$ cat config.mk
export PLATFORM = sky130hd
export DESIGN_NAME = bus_trace_monitor
export DESIGN_NICKNAME = d
export VERILOG_FILES = /design/src/rtl/bus_trace_monitor.sv
export SDC_FILE = /design/constraint.sdc
export NUM_CORES = 2
export LEC_CHECK = 0
export ABC_AREA = 1
export BUFFER_PORTS_ARGS = -buffer_cell sky130_fd_sc_hd__buf_2
export CAP_MARGIN = 0
export CORE_MARGIN = 2
export CORE_UTILIZATION = 56
export DETAILED_ROUTE_END_ITERATION = 8
export GPL_ROUTABILITY_DRIVEN = 0
export PLACE_DENSITY = 0.74
export SKIP_LAST_GASP = 1
export SYNTH_ARGS = -nofsm -noshare
export SYNTH_HDL_FRONTEND = slang
export SYNTH_SLANG_ARGS = --single-unit
$ cat constraint.sdc
create_clock -name clk -period 21.4 [get_ports clk]
set_input_delay 1.07 -clock clk [delete_from_list [all_inputs] [get_ports clk]]
set_output_delay 1.07 -clock clk [all_outputs]
set_load 0.02 [all_outputs]
$ cat src/rtl/bus_trace_monitor.sv
// Bus trace monitor: snoops data-bus strobes, filters by programmable address windows,
// and buffers timestamped accesses in a FIFO drained through a valid/ready port.
module bus_trace_monitor #(
    parameter int ADDR_WIDTH = 32,
    parameter int DATA_WIDTH = 32,
    parameter int CHANNELS   = 2,
    parameter int DEPTH      = 16,
    parameter int TS_WIDTH   = 16,
    localparam int MASK_W    = DATA_WIDTH / 8,
    localparam int CH_W      = (CHANNELS > 1) ? $clog2(CHANNELS) : 1,
    localparam int FILL_W    = $clog2(DEPTH) + 1
) (
    input  logic                         clk,
    input  logic                         rst,
    input  logic [ADDR_WIDTH-1:0]        bus_addr,
    input  logic [DATA_WIDTH-1:0]        bus_data,
    input  logic [MASK_W-1:0]            bus_mask,
    input  logic                         bus_wr,
    input  logic                         bus_rd,
    input  logic [CHANNELS*ADDR_WIDTH-1:0] win_base,
    input  logic [CHANNELS*ADDR_WIDTH-1:0] win_mask,
    input  logic [CHANNELS-1:0]          ch_en,
    input  logic                         cap_wr,
    input  logic                         cap_rd,
    input  logic                         wrap_mode,
    input  logic                         clear,
    output logic                         trace_valid,
    input  logic                         trace_ready,
    output logic [ADDR_WIDTH-1:0]        trace_addr,
    output logic [DATA_WIDTH-1:0]        trace_data,
    output logic [MASK_W-1:0]            trace_mask,
    output logic [CH_W-1:0]              trace_ch,
    output logic                         trace_is_wr,
    output logic [TS_WIDTH-1:0]          trace_ts,
    output logic [FILL_W-1:0]            fill,
    output logic [15:0]                  dropped,
    output logic                         overflow
);

    localparam int PTR_W = $clog2(DEPTH);

    typedef struct packed {
        logic [ADDR_WIDTH-1:0] addr;
        logic [DATA_WIDTH-1:0] data;
        logic [MASK_W-1:0]     mask;
        logic [CH_W-1:0]       ch;
        logic                  is_wr;
        logic [TS_WIDTH-1:0]   ts;
    } entry_t;

    logic [TS_WIDTH-1:0] r_ts;
    logic                r_prev_wr;
    logic                r_prev_rd;
    logic                r_ev_valid;
    entry_t              r_ev;
    entry_t              r_mem [DEPTH];
    logic [PTR_W-1:0]    r_wr_ptr;
    logic [PTR_W-1:0]    r_rd_ptr;
    logic [FILL_W-1:0]   r_fill;
    logic                r_valid;
    entry_t              r_head;
    logic [15:0]         r_dropped;
    logic                r_overflow;

    logic                w_wr_edge;
    logic                w_rd_edge;
    logic                w_hit;
    logic [CH_W-1:0]     w_hit_ch;
    logic                w_event;
    logic                w_pop;
    logic                w_full;
    logic                w_accept;
    logic                w_ovw;
    logic                w_drop;
    logic                w_wr_en;
    logic [PTR_W-1:0]    w_wr_ptr_nx;
    logic [PTR_W-1:0]    w_rd_ptr_nx;
    logic [FILL_W-1:0]   w_fill_nx;
    entry_t              w_head_nx;

    assign w_wr_edge = bus_wr & ~r_prev_wr;
    assign w_rd_edge = bus_rd & ~r_prev_rd;

    // Scan from the top so the lowest hitting channel is the last assignment and wins.
    always_comb begin
        w_hit    = 1'b0;
        w_hit_ch = '0;
        for (int i = CHANNELS - 1; i >= 0; i--) begin
            if (ch_en[i] &&
                ((bus_addr & win_mask[i*ADDR_WIDTH +: ADDR_WIDTH]) ==
                 (win_base[i*ADDR_WIDTH +: ADDR_WIDTH] & win_mask[i*ADDR_WIDTH +: ADDR_WIDTH]))) begin
                w_hit    = 1'b1;
                w_hit_ch = CH_W'(i);
            end
        end
    end

    assign w_event = w_hit && ((w_wr_edge && cap_wr) || (!w_wr_edge && w_rd_edge && cap_rd));

    // NOTE: sequential state uses non-blocking assignments so every register samples pre-edge values.
    always_ff @(posedge clk) begin
        if (!rst) begin
            r_ts       <= '0;
            r_prev_wr  <= 1'b0;
            r_prev_rd  <= 1'b0;
            r_ev_valid <= 1'b0;
            r_ev       <= '0;
        end else begin
            r_ts       <= r_ts + TS_WIDTH'(1);
            r_prev_wr  <= bus_wr;
            r_prev_rd  <= bus_rd;
            r_ev_valid <= w_event && !clear;
            r_ev       <= '{addr: bus_addr, data: bus_data, mask: bus_mask,
                            ch: w_hit_ch, is_wr: w_wr_edge, ts: r_ts};
        end
    end

    assign w_pop    = r_valid && trace_ready;
    assign w_full   = (r_fill == FILL_W'(DEPTH));
    assign w_accept = r_ev_valid && (!w_full || w_pop);
    assign w_ovw    = r_ev_valid && w_full && !w_pop && wrap_mode;
    assign w_drop   = r_ev_valid && w_full && !w_pop;

    // NOTE: every always_comb output gets a default first so no latch is inferred.
    always_comb begin
        w_wr_en     = 1'b0;
        w_wr_ptr_nx = r_wr_ptr;
        w_rd_ptr_nx = r_rd_ptr;
        w_fill_nx   = r_fill;
        if (clear) begin
            w_wr_ptr_nx = '0;
            w_rd_ptr_nx = '0;
            w_fill_nx   = '0;
        end else begin
            w_wr_en = w_accept || w_ovw;
            if (w_wr_en) w_wr_ptr_nx = r_wr_ptr + PTR_W'(1);
            if (w_pop || w_ovw) w_rd_ptr_nx = r_rd_ptr + PTR_W'(1);
            if (w_accept && !w_pop) w_fill_nx = r_fill + FILL_W'(1);
            else if (!w_accept && w_pop) w_fill_nx = r_fill - FILL_W'(1);
        end
    end

    // The slot being written this cycle may become the new head; forward it directly.
    always_comb begin
        w_head_nx = r_mem[w_rd_ptr_nx];
        if (w_wr_en && (r_wr_ptr == w_rd_ptr_nx)) w_head_nx = r_ev;
        if (w_fill_nx == '0) w_head_nx = '0;
    end

    // NOTE: the storage array carries no reset; fill and pointers alone define which slots are live.
    always_ff @(posedge clk) begin
        if (rst && w_wr_en) r_mem[r_wr_ptr] <= r_ev;
    end

    always_ff @(posedge clk) begin
        if (!rst) begin
            r_wr_ptr   <= '0;
            r_rd_ptr   <= '0;
            r_fill     <= '0;
            r_valid    <= 1'b0;
            r_head     <= '0;
            r_dropped  <= '0;
            r_overflow <= 1'b0;
        end else begin
            r_wr_ptr <= w_wr_ptr_nx;
            r_rd_ptr <= w_rd_ptr_nx;
            r_fill   <= w_fill_nx;
            r_valid  <= (w_fill_nx != '0);
            r_head   <= w_head_nx;
            if (clear) begin
                r_dropped  <= '0;
                r_overflow <= 1'b0;
            end else if (w_drop) begin
                if (r_dropped != 16'hFFFF) r_dropped <= r_dropped + 16'd1;
                r_overflow <= 1'b1;
            end
        end
    end

    assign trace_valid = r_valid;
    assign trace_addr  = r_head.addr;
    assign trace_data  = r_head.data;
    assign trace_mask  = r_head.mask;
    assign trace_ch    = r_head.ch;
    assign trace_is_wr = r_head.is_wr;
    assign trace_ts    = r_head.ts;
    assign fill        = r_fill;
    assign dropped     = r_dropped;
    assign overflow    = r_overflow;

endmodule
==> results by group <==
Critical path
  – Bufs and invs on worst path: 7
  – Critical-path maximum fanout: ~220
  – Crit Path Category: flop to flop
  – Largest stage delay, worst path: around 1.0 ns
  – Worst setup EP type: flop
  – Crit path arrival time: ~7.9 ns
  – Required time worst endpoint: 22.08 ns
  – Delay-heaviest family, CP: buffers and inverters
  – Worst path slowest cell: nand3_4
  – Startpoint type of the worst setup path: flop
  – Worst-path cell chain: inv_1 > ha_1 > nand2_1 > inv_1 > nand3_2 > o21bai_4 > nand2_8 > nand3_4 > buf_12 > buf_4 > buf_4 > buf_4 > o21ai_0 > nand2_1 > nand3_1 > nand3_1 > nand3_1 > nand2_1 > inv_1

Die
  – Initial core utilization: 56.58%
  – Overall die width: about 360 um
  – I/O Pins: approximately 320
  – Die Area: 128300 um^2
  – Num rows: around 130
  – Die Ht: between 300 and 400 um
  – Core area: ~120000 um^2

Yosys
  – Syn. warnings: 0
  – Sequential area share after synthesis: 65.16%
  – Mean Syn Cell Area: 9.980 um^2
  – Seq cells post-synth: 1598
  – Syn_nets: approximately 7300
  – Synth cell types: 45
  – Synth Cell Area: between 70000 and 80000 um^2
  – Synth Instances: 7037

Power
  – Clock Power Share: between 40% and 50%
  – Worst vdd ir: 0.08679 mV
  – Switch Pwr: ~1300 uW
  – Leak Pwr: 0.03441 uW
  – Pwr Total: ~6300 uW
  – Switching share of total power: between 20% and 30%
  – Int Power: between 5000 and 6000 uW
  – Logic pwr share: approximately 1.3%
  – Register share of total power: 54.5%
  – Power Dens Cells: 80.28 nW/um^2

Drt
  – # DRC: 0
  – Routed Antenna Nets: 0
  – Via count: between 50000 and 60000
  – Final Routed Wirelength: slightly below 200000 um
  – Routed WL per cell: 21.55 um
  – Via density: ~5.8
  – DRT iter0 DRCs: roughly 6900
  – Drt first pass iters: 7

GRT
  – GRT Util Overall: between 20% and 30%
  – Largest net degree at the start of global routing: 220
  – Remaining Overflow, GRT: 0
  – Initial antenna violation count: 9
  – Number of global-route vias before repair: between 40000 and 50000
  – First-pass GRT wire length: ~290000 um

Hold path
  – Worst min-delay path category: flop to flop

Cells and area
  – Area grow syn2layout: 11.06%
  – Commonest non-fill, non-tap cell in the layout: inv_1
  – Share of cells above drive strength 1: under 10%
  – Final #Nets: 7355
  – Fin area: between 70000 and 80000 um^2
  – Layout fillers: between 9000 and 10000
  – Commonest non-fill, non-tap cells in the layout: inv_1, edfxtp_1, nand3_1
  – Final cell utilization of the core: 62.84%

CTS
  – Post-CTS resize count: 0
  – Reg clk slew, reported paths: roughly 0.06 ns
  – Clock buffer count from CTS: roughly 160
  – CTS max path bufs: 3
  – CTS tree: done
  – Cts hold-fix bufs: 0
  – CTS Sinks: ~1600
  – Clk_lat worst skew: 0.78 ns
  – Root Buffer: clkbuf_16
  – H-tree depth: 4
  – Post-CTS setup buffer count: 0

Timing
  – Tmin final: slightly above 7 ns
  – Final hold vios: 0
  – Setup Viol. Count Final: 0
  – Crit share post-route: between 30% and 40%
  – Max_slew headroom: roughly 1.1%
  – Slew Limit Fails: 0
  – Final worst slack: about 14 ns
  – RSZ-0062 raised after global routing: false
  – Clock Skew: about 0.021 ns
  – Slew @ Worst Pin: between 1 and 1.5 ns
  – Max frequency: around 0.14 GHz
  – Setup TNS Final: 0 ns

Run status
  – Status: complete, no violations

Placed design
  – PortBufs: ~320
  – Setup WS pre-CTS: roughly 14 ns
  – Dpl cell area: a little over 70000 um^2
  – HPWL after DPL: ~94000 um

Flow run
  – Number of max-cap violations: 0
==> cell families after synthesis <==
| logic type | after synthesis | share of synthesized area, % |
|---|---|---|
| and+or+nand+nor | 3188 | 21.74 |
| buffers and inverters | 2004 | 11.06 |
| DFF | 1598 | 65.16 |
| AOI/OAI and AO/OA | 230 | 1.766 |
| adders and majority gates | 10 | 0.1782 |
| xor gates and xnor gates | 7 | 0.08730 |
==> flip-flops by register name, indices dropped and copies added, names as in the netlist <==
register     count
r_mem         1376
r_ev            86
trace_addr      32
trace_data      32
dropped         16
r_ts            16
trace_ts        16
fill             5
r_rd_ptr         4
r_wr_ptr         4
trace_mask       4
overflow         1
r_ev_valid       1
r_prev_rd        1
r_prev_wr        1
trace_ch         1
trace_is_wr      1
trace_valid      1
==> cell usage after synthesis, drive strengths merged <==
library cell | count | area (um^2)
a32o | 1 | 10.01
clkbuf | 237 | 889.6
and3 | 2 | 12.51
a21o | 2 | 15.01
nor2 | 238 | 903.4
edfxtp | 1376 | 41320
o21bai | 2 | 26.28
nand2 | 1010 | 3796
buf | 226 | 1095
a22o | 1 | 8.760
ha | 10 | 125.1
or2 | 16 | 100.1
o211ai | 4 | 35.03
o2111ai | 1 | 8.760
and2 | 1 | 6.260
o22ai | 1 | 6.260
o21ai | 136 | 680.7
nand3 | 1256 | 6311
inv | 1541 | 5784
o21a | 5 | 37.54
nor3 | 24 | 120.1
a211oi | 4 | 30.03
a21oi | 65 | 329.1
nand3b | 4 | 30.03
nor4 | 6 | 37.54
a31oi | 7 | 43.79
xor2 | 6 | 52.55
nand4 | 626 | 3916
a221oi | 1 | 8.760
dfxtp | 222 | 4444
nor3b | 5 | 37.54
xnor2 | 1 | 8.760
==> routing by layer <==
layer	GRT usage, %	wire, um
met2	47.86	89970
met5	0	0
met4	13.52	8126
met1	39.36	73720
met3	5.542	20410
==> power groups by stage <==
stage	registers (uW)	logic, uW	clock network, uW
after floorplan	3460	36.3	0
after global placement	3470	79.2	0
after detailed placement	3480	80.5	0
after CTS	3410	80.7	2790
after global routing	3410	88.0	2910
final	3410	82.2	2770
==> area by class of cell <==
cell class / count / area, um^2 / share of cell area (%)
multi-input combinational: 3435 / 16870 / 21.63
timing repair buffer: 400 / 2305 / 2.955
tap: 1637 / 2048 / 2.626
antenna: 7 / 17.52 / 0.02246
sequential: 1598 / 45760 / 58.67
clock buffer: 250 / 4796 / 6.149
inverter: 1541 / 5804 / 7.442
clock inverter: 52 / 391.6 / 0.5021
==> final timing paths <==
kind | to | slack (ns) | depth (start not counted) | start
max | trace_addr[24] | 14.20 | 19 | fill[0]
min | r_ev[16] | 0.42 | 1 | r_prev_wr
max reg2reg | trace_addr[24] | 14.20 | 19 | fill[0]
min reg2reg | r_ev[16] | 0.42 | 1 | r_prev_wr
==> through the flow <==
step / hold slack, ns / cells
4_1_cts: 0.4251 / 8913
5_1_grt: 0.4561 / 8919
2_1_floorplan: 0.3915 / 7037
3_3_place_gp: 0.4105 / 8611
3_5_place_dp: 0.4159 / 8611
6_report: 0.4176 / 8920
Power figures use the tool's default switching activity.
